[src/rtl/cva6_trace_pkg.sv]
// Shared constants and width helpers for the commit-trace capture buffer.
package cva6_trace_pkg;

  localparam int INSN_W     = 32;
  localparam int CAUSE_W    = 8;
  localparam int PRIV_W     = 3;
  localparam int DROP_CNT_W = 32;

  // Record layout MSB first: tval, cause, interrupt, exception, priv, insn, iaddr.
  function automatic int rec_width(input int iaddr_w, input int tval_w);
    return tval_w + CAUSE_W + 1 + 1 + PRIV_W + INSN_W + iaddr_w;
  endfunction

  function automatic int port_width(input int nr_ports);
    return (nr_ports > 1) ? $clog2(nr_ports) : 1;
  endfunction

endpackage

[src/rtl/cva6_trace_buffer_if.sv]
// Commit-side trace inputs and valid/ready record output of the trace buffer.
// slave = the buffer, master = the core/bridge side driving it.
interface cva6_trace_buffer_if
  import cva6_trace_pkg::*;
#(
  parameter int NR_PORTS = 2,
  parameter int IADDR_W  = 40,
  parameter int TVAL_W   = 40,
  parameter int DEPTH    = 8
);
  localparam int REC_W  = rec_width(IADDR_W, TVAL_W);
  localparam int PORT_W = port_width(NR_PORTS);
  localparam int LVL_W  = $clog2(DEPTH) + 1;

  logic                          flush_i;
  logic [NR_PORTS-1:0]           valid_i;
  logic [NR_PORTS*IADDR_W-1:0]   iaddr_i;
  logic [NR_PORTS*INSN_W-1:0]    insn_i;
  logic [NR_PORTS*2-1:0]         priv_i;
  logic [NR_PORTS-1:0]           exception_i;
  logic [NR_PORTS-1:0]           interrupt_i;
  logic [NR_PORTS*CAUSE_W-1:0]   cause_i;
  logic [NR_PORTS*TVAL_W-1:0]    tval_i;
  logic                          out_valid_o;
  logic                          out_ready_i;
  logic [REC_W-1:0]              out_rec_o;
  logic [PORT_W-1:0]             out_port_o;
  logic [LVL_W-1:0]              level_o;
  logic                          overflow_o;
  logic [DROP_CNT_W-1:0]         drop_cnt_o;

  modport slave (
    input  flush_i, valid_i, iaddr_i, insn_i, priv_i, exception_i, interrupt_i,
           cause_i, tval_i, out_ready_i,
    output out_valid_o, out_rec_o, out_port_o, level_o, overflow_o, drop_cnt_o
  );

  modport master (
    output flush_i, valid_i, iaddr_i, insn_i, priv_i, exception_i, interrupt_i,
           cause_i, tval_i, out_ready_i,
    input  out_valid_o, out_rec_o, out_port_o, level_o, overflow_o, drop_cnt_o
  );

endinterface

[src/rtl/cva6_trace_fifo.sv]
// Circular buffer: up to NR_PORTS compacted writes and one read per cycle, 1-cycle write-to-output.
// Head entry is re-registered every cycle, so it stays stable while not popped and holds when empty.
module cva6_trace_fifo #(
  parameter int NR_PORTS = 2,
  parameter int DEPTH    = 8,
  parameter int DW       = 8
) (
  input  logic                     clk_i,
  input  logic                     rst_ni,
  input  logic                     flush_i,
  input  logic                     push_i,
  input  logic [NR_PORTS-1:0]      wmask_i,
  input  logic [NR_PORTS*DW-1:0]   wdat_i,
  input  logic                     pop_i,
  output logic                     out_valid_o,
  output logic [DW-1:0]            out_dat_o,
  output logic [$clog2(DEPTH):0]   level_o
);
  localparam int AW = $clog2(DEPTH);
  localparam int LW = AW + 1;

  logic [DW-1:0]    r_mem [DEPTH];
  logic [AW-1:0]    r_wr_ptr;
  logic [AW-1:0]    r_rd_ptr;
  logic [LW-1:0]    r_level;
  logic             r_out_valid;
  logic [DW-1:0]    r_out_dat;

  logic [DEPTH-1:0] w_we;
  logic [DW-1:0]    w_slot [DEPTH];
  logic [AW-1:0]    w_idx;
  logic [LW-1:0]    w_nwr;
  logic             w_pop;
  logic [AW-1:0]    w_rd_next;
  logic [LW-1:0]    w_level_next;

  // Valid ports are compacted onto consecutive slots; w_slot is the post-write storage view.
  always_comb begin
    w_we  = '0;
    w_idx = r_wr_ptr;
    w_nwr = '0;
    for (int s = 0; s < DEPTH; s++) w_slot[s] = r_mem[s];
    for (int p = 0; p < NR_PORTS; p++) begin
      if (push_i && !flush_i && wmask_i[p]) begin
        w_we[w_idx]   = 1'b1;
        w_slot[w_idx] = wdat_i[p*DW +: DW];
        w_idx         = w_idx + AW'(1);
        w_nwr         = w_nwr + LW'(1);
      end
    end
  end

  assign w_pop        = pop_i && r_out_valid;
  assign w_rd_next    = r_rd_ptr + AW'(w_pop);
  assign w_level_next = r_level + w_nwr - LW'(w_pop);

  always_ff @(posedge clk_i) begin
    for (int s = 0; s < DEPTH; s++) begin
      if (w_we[s]) r_mem[s] <= w_slot[s];
    end
  end

  always_ff @(posedge clk_i or negedge rst_ni) begin
    if (!rst_ni) begin
      r_wr_ptr    <= '0;
      r_rd_ptr    <= '0;
      r_level     <= '0;
      r_out_valid <= 1'b0;
      r_out_dat   <= '0;
    end else if (flush_i) begin
      r_wr_ptr    <= '0;
      r_rd_ptr    <= '0;
      r_level     <= '0;
      r_out_valid <= 1'b0;
    end else begin
      r_wr_ptr    <= w_idx;
      r_rd_ptr    <= w_rd_next;
      r_level     <= w_level_next;
      r_out_valid <= (w_level_next != '0);
      // Bypass through w_slot so a write into an empty buffer is visible after one edge.
      if (w_level_next != '0) r_out_dat <= w_slot[w_rd_next];
    end
  end

  assign out_valid_o = r_out_valid;
  assign out_dat_o   = r_out_dat;
  assign level_o     = r_level;

endmodule

[src/rtl/cva6_trace_buffer.sv]
// Commit-trace capture buffer: packs per-port records, accepts whole commit groups or drops them (counted).
// 1-cycle latency, one record/cycle out under valid/ready; optional counter via CVA6_TRACE_DROP_CNT_EN.
module cva6_trace_buffer
  import cva6_trace_pkg::*;
#(
  parameter int NR_PORTS = 2,
  parameter int IADDR_W  = 40,
  parameter int TVAL_W   = 40,
  parameter int DEPTH    = 8
) (
  input  logic                clk_i,
  input  logic                rst_ni,
  cva6_trace_buffer_if.slave  bus
);
  localparam int REC_W  = rec_width(IADDR_W, TVAL_W);
  localparam int PORT_W = port_width(NR_PORTS);
  localparam int DW     = REC_W + PORT_W;
  localparam int LVL_W  = $clog2(DEPTH) + 1;

  logic [NR_PORTS*DW-1:0] w_wdat;
  logic [LVL_W-1:0]       w_n;
  logic [LVL_W-1:0]       w_level;
  logic [LVL_W-1:0]       w_space;
  logic                   w_fit;
  logic                   w_push;
  logic                   w_drop;
  logic                   w_pop;
  logic                   w_out_valid;
  logic [DW-1:0]          w_out_dat;
  logic                   r_overflow;

  always_comb begin
    w_wdat = '0;
    w_n    = '0;
    for (int p = 0; p < NR_PORTS; p++) begin
      w_wdat[p*DW +: DW] = {PORT_W'(p),
                            bus.tval_i[p*TVAL_W +: TVAL_W],
                            bus.cause_i[p*CAUSE_W +: CAUSE_W],
                            bus.interrupt_i[p],
                            bus.exception_i[p],
                            {(PRIV_W-2){1'b0}}, bus.priv_i[p*2 +: 2],
                            bus.insn_i[p*INSN_W +: INSN_W],
                            bus.iaddr_i[p*IADDR_W +: IADDR_W]};
      w_n = w_n + LVL_W'(bus.valid_i[p]);
    end
  end

  // Space is judged on the registered level only; a same-cycle pop never makes room.
  assign w_space = LVL_W'(DEPTH) - w_level;
  assign w_fit   = (w_n <= w_space);
  assign w_push  = !bus.flush_i && (w_n != '0) && w_fit;
  assign w_drop  = !bus.flush_i && !w_fit;
  assign w_pop   = w_out_valid && bus.out_ready_i && !bus.flush_i;

  cva6_trace_fifo #(
    .NR_PORTS (NR_PORTS),
    .DEPTH    (DEPTH),
    .DW       (DW)
  ) u_fifo (
    .clk_i       (clk_i),
    .rst_ni      (rst_ni),
    .flush_i     (bus.flush_i),
    .push_i      (w_push),
    .wmask_i     (bus.valid_i),
    .wdat_i      (w_wdat),
    .pop_i       (w_pop),
    .out_valid_o (w_out_valid),
    .out_dat_o   (w_out_dat),
    .level_o     (w_level)
  );

  always_ff @(posedge clk_i or negedge rst_ni) begin
    if (!rst_ni)          r_overflow <= 1'b0;
    else if (bus.flush_i) r_overflow <= 1'b0;
    else if (w_drop)      r_overflow <= 1'b1;
  end

`ifdef CVA6_TRACE_DROP_CNT_EN
  logic [DROP_CNT_W-1:0] r_drop_cnt;
  logic [DROP_CNT_W:0]   w_cnt_sum;

  assign w_cnt_sum = {1'b0, r_drop_cnt} + (DROP_CNT_W+1)'(w_n);

  always_ff @(posedge clk_i or negedge rst_ni) begin
    if (!rst_ni)          r_drop_cnt <= '0;
    else if (bus.flush_i) r_drop_cnt <= '0;
    else if (w_drop)      r_drop_cnt <= w_cnt_sum[DROP_CNT_W] ? '1 : w_cnt_sum[DROP_CNT_W-1:0];
  end

  assign bus.drop_cnt_o = r_drop_cnt;
`else
  assign bus.drop_cnt_o = '0;
`endif

  assign bus.out_valid_o = w_out_valid;
  assign bus.out_rec_o   = w_out_dat[REC_W-1:0];
  assign bus.out_port_o  = w_out_dat[DW-1 -: PORT_W];
  assign bus.level_o     = w_level;
  assign bus.overflow_o  = r_overflow;

endmodule
[src/flat_wrapper.sv]
// flat-port wrapper written by rule: the top's interface ports become plain ports
module cva6_trace_buffer_flat import cva6_trace_pkg::*;
#(
  parameter int NR_PORTS = 2,
  parameter int IADDR_W  = 40,
  parameter int TVAL_W   = 40,
  parameter int DEPTH    = 8
)
  (clk_i, rst_ni, bus_flush_i, bus_valid_i, bus_iaddr_i, bus_insn_i, bus_priv_i, bus_exception_i, bus_interrupt_i, bus_cause_i, bus_tval_i, bus_out_ready_i, bus_out_valid_o, bus_out_rec_o, bus_out_port_o, bus_level_o, bus_overflow_o, bus_drop_cnt_o);
  cva6_trace_buffer_if #(.NR_PORTS(NR_PORTS), .IADDR_W(IADDR_W), .TVAL_W(TVAL_W), .DEPTH(DEPTH)) bus_i ();
  input  logic clk_i;
  input  logic rst_ni;
  input wire logic [$bits(bus_i.flush_i)-1:0] bus_flush_i;
  input wire logic [$bits(bus_i.valid_i)-1:0] bus_valid_i;
  input wire logic [$bits(bus_i.iaddr_i)-1:0] bus_iaddr_i;
  input wire logic [$bits(bus_i.insn_i)-1:0] bus_insn_i;
  input wire logic [$bits(bus_i.priv_i)-1:0] bus_priv_i;
  input wire logic [$bits(bus_i.exception_i)-1:0] bus_exception_i;
  input wire logic [$bits(bus_i.interrupt_i)-1:0] bus_interrupt_i;
  input wire logic [$bits(bus_i.cause_i)-1:0] bus_cause_i;
  input wire logic [$bits(bus_i.tval_i)-1:0] bus_tval_i;
  input wire logic [$bits(bus_i.out_ready_i)-1:0] bus_out_ready_i;
  output wire logic [$bits(bus_i.out_valid_o)-1:0] bus_out_valid_o;
  output wire logic [$bits(bus_i.out_rec_o)-1:0] bus_out_rec_o;
  output wire logic [$bits(bus_i.out_port_o)-1:0] bus_out_port_o;
  output wire logic [$bits(bus_i.level_o)-1:0] bus_level_o;
  output wire logic [$bits(bus_i.overflow_o)-1:0] bus_overflow_o;
  output wire logic [$bits(bus_i.drop_cnt_o)-1:0] bus_drop_cnt_o;
  assign bus_i.flush_i = bus_flush_i;
  assign bus_i.valid_i = bus_valid_i;
  assign bus_i.iaddr_i = bus_iaddr_i;
  assign bus_i.insn_i = bus_insn_i;
  assign bus_i.priv_i = bus_priv_i;
  assign bus_i.exception_i = bus_exception_i;
  assign bus_i.interrupt_i = bus_interrupt_i;
  assign bus_i.cause_i = bus_cause_i;
  assign bus_i.tval_i = bus_tval_i;
  assign bus_i.out_ready_i = bus_out_ready_i;
  assign bus_out_valid_o = bus_i.out_valid_o;
  assign bus_out_rec_o = bus_i.out_rec_o;
  assign bus_out_port_o = bus_i.out_port_o;
  assign bus_level_o = bus_i.level_o;
  assign bus_overflow_o = bus_i.overflow_o;
  assign bus_drop_cnt_o = bus_i.drop_cnt_o;
  cva6_trace_buffer #(.NR_PORTS(NR_PORTS), .IADDR_W(IADDR_W), .TVAL_W(TVAL_W), .DEPTH(DEPTH)) u_core (.clk_i(clk_i), .rst_ni(rst_ni), .bus(bus_i));
endmodule
[config.mk]
export PLATFORM = sky130hd
export DESIGN_NAME = cva6_trace_buffer_flat
export DESIGN_NICKNAME = d
export VERILOG_FILES = /design/src/rtl/cva6_trace_pkg.sv /design/src/rtl/cva6_trace_buffer_if.sv /design/src/rtl/cva6_trace_fifo.sv /design/src/rtl/cva6_trace_buffer.sv /design/src/flat_wrapper.sv
export SDC_FILE = /design/constraint.sdc
export NUM_CORES = 2
export LEC_CHECK = 0
export CAP_MARGIN = 30
export CORE_MARGIN = 3
export CORE_UTILIZATION = 47
export DETAILED_ROUTE_END_ITERATION = 6
export GPL_ROUTABILITY_DRIVEN = 0
export PLACE_DENSITY = 0.66
export SETUP_SLACK_MARGIN = 0.2
export SLEW_MARGIN = 20
export SYNTH_ARGS = -nofsm -noshare
export SYNTH_HDL_FRONTEND = slang
export SYNTH_SLANG_ARGS = --single-unit
[constraint.sdc]
create_clock -name clk_i -period 11.1 [get_ports clk_i]
set_input_delay 1.665 -clock clk_i [delete_from_list [all_inputs] [get_ports clk_i]]
set_output_delay 1.665 -clock clk_i [all_outputs]
set_load 0.005 [all_outputs]
=== Word-level counts from Yosys, hierarchy flattened ===
Memories as Yosys holds them, arrays and structs flattened.
Cells that the tools add are included.

* Register bits after elaboration: 138
* Bits in writable memories: 1,008
* Bits of input ports: 254
* Output and inout port bits: 164
* Logic and storage cells: 116
* Memories: 1

{| class="wikitable"
|+ Memory list
! name !! depth !! bits a word !! read ports !! clocked after Yosys merged registers in !! wr ports !! line !! text
|-
| u_core.u_fifo.r_mem || 8 || 126 || 8 || 0 || 2 || cva6_trace_fifo.sv:22 || <nowiki>logic [DW-1:0] r_mem [DEPTH];</nowiki>
|}

* Add/sub/neg operators: 8
* $lt $le $gt $ge: 10
* Mux-type cells: 61
* Bitwise operators: 5
* Reduce and logical (&&, ||, !) cells: 25

{| class="wikitable"
|+ Operators by type and width
! kind !! count
|-
| bitwise mux 1008 bit || 2
|-
| 2-to-1 mux 1008 bit || 2
|-
| 2-to-1 mux 126 bit || 10
|-
| demux 126 bit (select 3 bit) || 2
|-
| OR reduction 126 bit || 6
|-
| binary-select mux 126 bit (select 3 bit) || 1
|-
| 2-to-1 mux 3 bit || 10
|-
| 2-to-1 mux 1 bit || 28
|-
| 2-to-1 mux 8 bit || 2
|-
| logical AND 1 bit || 13
|-
| greater-or-equal comparator 4 bit (second input constant) || 3
|-
| NOT 3 -> 4 bit || 3
|-
| less-than comparator 3 x 4 -> 1 bit (second input constant) || 2
|-
| less-than comparator 4 x 1 -> 1 bit (second input constant) || 2
|-
| 2-to-1 mux 4 bit || 2
|-
| bitwise OR 8 bit || 1
|-
| nonzero test 4 bit || 2
|-
| adder 3 x 1 -> 3 bit (second input constant) || 2
|-
| demux 1 bit (select 3 bit) || 2
|-
| greater-or-equal comparator 3 x 1 -> 1 bit (second input constant) || 2
|-
| adder 4 x 1 -> 4 bit (second input constant) || 1
|-
| adder 4 bit || 1
|-
| less-or-equal comparator 4 bit || 1
|-
| subtractor 4 x 1 -> 4 bit || 1
|-
| other kinds (7) || 8
|}

=== Logic depth before layout (Yosys ltp) ===
* Depth after elaboration: 19
* Depth in mapped cells: 25
* Mapped depth without buffers: 23

=== Modules after synthesis ===
From an unflattened synthesis, not the netlist that was laid out.

* Cells, all modules: 7,087
* Area total of the unflattened synthesis: 65,514.1 um2

{| class="wikitable"
|+ By module, submodules not included
! module !! times used !! cells an instance !! area an instance (um2)
|-
| cva6_trace_fifo || 1 || 7,028 || 65,071.2
|-
| cva6_trace_buffer || 1 || 59 || 442.9
|}

=== Least setup slack after synthesis ===
No wires, ideal clock.

* Path kind: input to register
* Start point: input bus_valid_i[1]
* End point: memory u_core.u_fifo.r_mem[0][252] (netlist name) (enable)
* Setup time: 1.108 ns
* Arrival time: 6.273 ns
* Data required time: 9.992 ns
* Path slack: 3.719 ns
* Cell stages on the path: 14
* Cells stage by stage: inv_1 ha_1 inv_1 ha_1 and2_1 a211o_1 buf_2 o21ai_1 o211ai_2 buf_2 nand2_1 clkbuf_1 clkbuf_1 nand2_1

{| class="wikitable"
|+ RTL lines
! what !! line !! text
|-
| start, declared || flat_wrapper.sv:14 || <nowiki>input wire logic [$bits(bus_i.valid_i)-1:0] bus_valid_i;</nowiki>
|-
| end, declared || cva6_trace_fifo.sv:22 ||
|}

=== Final worst setup path ===
* Start point: input bus_valid_i[0]
* End point: register u_core.u_fifo.r_out_dat[34], in the netlist u_core.u_fifo.out_dat_o[34]

* Word-level cells in the longest chain between the ends: 17
* Elaborated cells between the ends (all ways): 28
* Those cells by class: 4 x add/sub; 3 x order compare; 11 x mux; 1 x bitwise; 9 x reduce/logical

{| class="wikitable"
|+ Ends and longest elaborated chain
! what !! line !! text
|-
| branches (longest 17 deep; another with less-or-equal comparator 4 bit) || n/a ||
|-
| end signal, assigned || cva6_trace_fifo.sv:81 || <nowiki>if (w_level_next != '0) r_out_dat <= w_slot[w_rd_next];</nowiki>
|-
| end, declared || cva6_trace_fifo.sv:27 || <nowiki>logic [DW-1:0] r_out_dat;</nowiki>
|}

Several ways; the timed one is not identified. The select of a mux whose other input is x is not followed.
A chain may end at the register's enable or synchronous reset.

==> results.json <==
{
  "worstSetupEndpointType": "register",
  "ys_top_cells_by_area": "edfxtp_1, mux2i_1, a21oi_1, nor2_1, dfrtp_1",
  "finalNetCount": 6680,
  "maxCapViolCount": 0,
  "drtPass1Iterations": 7,
  "drtIter0Drc": 8399,
  "p_per_area_mw_per_mm2": 199.3,
  "die_w_microns": 382.4,
  "finalHoldViolations": 0,
  "synth_edf_count": 1008,
  "hold_buffers": 0,
  "yosysUniqueCellTypes": 65,
  "ctsResizeCount": 0,
  "avgSynthCellArea_sq_um": 10.12,
  "multi_input_area_sq_mm": 0.02937,
  "port_buffers": 385,
  "via_count": 55650,
  "cts.sinks": 1146,
  "cp_max_fo": 69,
  "root_buffer": "clkbuf_16",
  "dieArea_sq_mm": 0.1462,
  "period_needed_ns": 7.517,
  "grt_pass1_wl_microns": 352300,
  "initial_core_util_pct": 47.54,
  "io_pins": 418,
  "yosysWarnings": 0,
  "synth.most_common_cell": "a21oi_1",
  "wl_microns": 241300,
  "antenna_found_initial": 38,
  "regArea_sq_mm": 0.03372,
  "grt_usage_pct": 31.85,
  "clk_latency_ns": 0.78,
  "post-cts-setup-buffers": 0,
  "dp_hpwl_microns": 133500,
  "cts_tree": "done",
  "numCtsBuffers": 135,
  "setup_ws_ns": 3.583,
  "grt_pass1_vias": 52790,
  "regToRegSetupSlack_ns": 4.36,
  "drc": 0,
  "hold_path_class": "register to register",
  "slew_headroom_pct": 21.24,
  "clock_skew_ns": 0.02388,
  "drt-vias-per-instance": 6.610,
  "ys_async_sr_fraction_pct": 12.04,
  "cts_max_path_buffers": 3,
  "placed_area_sq_mm": 0.07060,
  "tns_ns": 0,
  "fin_area_sq_mm": 0.07500,
  "syn_area_sq_mm": 0.06658,
  "r2r_end": "u_core.u_fifo.out_dat_o[34]$_DFFE_PN0P_",
  "grt-ovfl-total": 0,
  "synth_seq_area_share_pct": 50.65,
  "ir_drop_mv": 0.1495,
  "crit_path_end": "u_core.u_fifo.out_dat_o[34]$_DFFE_PN0P_",
  "cts.clk_slew.worst_paths_ns": 0.06,
  "finalSetupViolations": 0,
  "htree_levels": 4,
  "final_util_pct": 53.55,
  "max_freq_ghz": 0.1330,
  "wl_per_cell_microns": 28.66,
  "drive_above_1_share_pct": 5.810,
  "grt_max_degree": 201,
  "rows": 137,
  "critPathKind": "primary input to register",
  "start_kind": "primary input",
  "arrival_ns": 8.17,
  "syn_to_final_growth_pct": 12.65,
  "synthFlopType": "edfxtp_1",
  "reg2reg_from": "u_core.u_fifo.level_o[1]$_DFF_PN0_",
  "coreArea_sq_mm": 0.1400,
  "synthTopCellsByCount": "a21oi_1, edfxtp_1, nor2_1",
  "fillers": 12420,
  "ant_nets": 0,
  "place_ws_ns": 2.957,
  "rsz0062_at_grt": "false",
  "postSynthCellCount": 6579,
  "ys_ff_latch": 1146,
  "synth_top_area_cell": "edfxtp_1",
  "yosys.area.top_type_share_pct": 45.47,
  "slew_violations": 0,
  "status": "finished, final reports clean",
  "crit_start": "bus_valid_i[0]",
  "worst_slew_pin_slew_ns": 1.181,
  "cellLeakagePower_nw": 32.11,
  "fin_crit_sh_pct": 67.72,
  "required_ns": 11.76,
  "r2r_cells": 23,
  "die_h_microns": 382.4
}
==> sequential cells by signal, summed over array words and instances, names as in the netlist <==
name / flops
u_core.u_fifo.level_o: 4
u_core.u_fifo.r_rd_ptr: 3
u_core.u_fifo.out_valid_o: 1
u_core.u_fifo.out_dat_o: 126
u_core.bus.overflow_o: 1
u_core.u_fifo.r_mem: 1008
u_core.u_fifo.r_wr_ptr: 3
==> per-stage QoR <==
stage               hold WS (ns)  total power [W]  cells
floorplan                 0.4726         0.008561   6610
global placement          0.4701          0.01044   8132
detailed placement        0.4749          0.01057   8140
CTS                       0.4853          0.01485   8390
global route              0.5176          0.01550   8407
finish                    0.4830          0.01495   8419
==> worst max-delay path, stage by stage <==
cell             delay, ns
clkdlybuf4s50_1       0.52
inv_1                 0.06
ha_1                  0.27
inv_1                 0.04
ha_1                  0.26
and2_1                0.18
a211o_1               0.47
o21ai_2               0.38
inv_2                 0.12
ha_1                  0.29
inv_1                 0.04
ha_1                  0.26
inv_1                 0.04
ha_1                  0.21
fa_1                  0.56
nor2_1                0.05
nand2_1               0.06
inv_1                 0.06
a21o_4                0.34
inv_4                 0.43
buf_4                 0.76
nand2_1               0.57
a211oi_1              0.37
nor4_1                0.09
==> worst min-delay path by stage <==
stage	start	end	slack, ns	cells after the start
after floorplan	u_core.u_fifo.out_dat_o[100]$_DFFE_PN0P_	u_core.u_fifo.out_dat_o[100]$_DFFE_PN0P_	0.47	2
final	u_core.u_fifo.out_dat_o[86]$_DFFE_PN0P_	u_core.u_fifo.out_dat_o[86]$_DFFE_PN0P_	0.48	2
after global placement	u_core.u_fifo.out_dat_o[86]$_DFFE_PN0P_	u_core.u_fifo.out_dat_o[86]$_DFFE_PN0P_	0.47	2
after CTS	u_core.u_fifo.out_dat_o[47]$_DFFE_PN0P_	u_core.u_fifo.out_dat_o[47]$_DFFE_PN0P_	0.49	2
after global routing	u_core.u_fifo.out_dat_o[86]$_DFFE_PN0P_	u_core.u_fifo.out_dat_o[86]$_DFFE_PN0P_	0.52	2
after detailed placement	u_core.u_fifo.out_dat_o[86]$_DFFE_PN0P_	u_core.u_fifo.out_dat_o[86]$_DFFE_PN0P_	0.47	2
==> report_power, final <==
part / total [W] / internal (W) / leakage, nW / switching [W]
sequential: 0.00577 / 0.00541 / 10.7 / 0.000368
combinational: 0.00487 / 0.00176 / 19.3 / 0.00311
clock: 0.00431 / 0.00245 / 2.06 / 0.00186
total: 0.0149 / 0.00961 / 32.1 / 0.00534
==> logic make-up (layout without fill, tap and decap cells) <==
family	after synthesis	in the layout	share of synthesized area, %
AO/OA/AOI/OAI	2053	2053	19.41
XOR/XNOR	15	15	0.2086
adder cells (fa/ha/maj)	16	16	0.3120
buffers and inverters	906	819	5.937
flip-flops	1146	1146	50.65
multiplexers	981	981	14.75
other	1	52	0.005633
AND/OR/NAND/NOR	1461	1461	8.730
==> routing by layer <==
metal  vias to the layer above  wire [microns]  track usage, %
li1                      24270               -               -
met1                     26940           96700           44.15
met2                      3795          106000           48.10
met3                       619           30050           8.528
met4                        34            8353           11.32
met5                         -             215               0
==> cell type report <==
| cell class | instances | area share, % |
|---|---|---|
| Clock inverter | 45 | 0.4104 |
| Multi-Input combinational cell | 4558 | 39.16 |
| Clock buffer | 205 | 5.183 |
| Sequential cell | 1146 | 44.96 |
| Tap cell | 1876 | 3.130 |
| Inverter | 62 | 0.3136 |
| Antenna cell | 20 | 0.06673 |
| Timing Repair Buffer | 507 | 6.773 |
==> cells in the final DEF (no fill, tap or decap), types with 86 or more instances in the layout <==
cell type,instances
buf_4,98
edfxtp_1,1008
a32oi_1,86
clkbuf_16,140
nand2_1,281
nor2_1,993
a221oi_1,139
mux2i_1,981
a22oi_1,98
dfrtp_1,138
o31ai_1,90
clkdlybuf4s50_1,384
a21oi_1,1053
(Power assumes the default switching activity.)
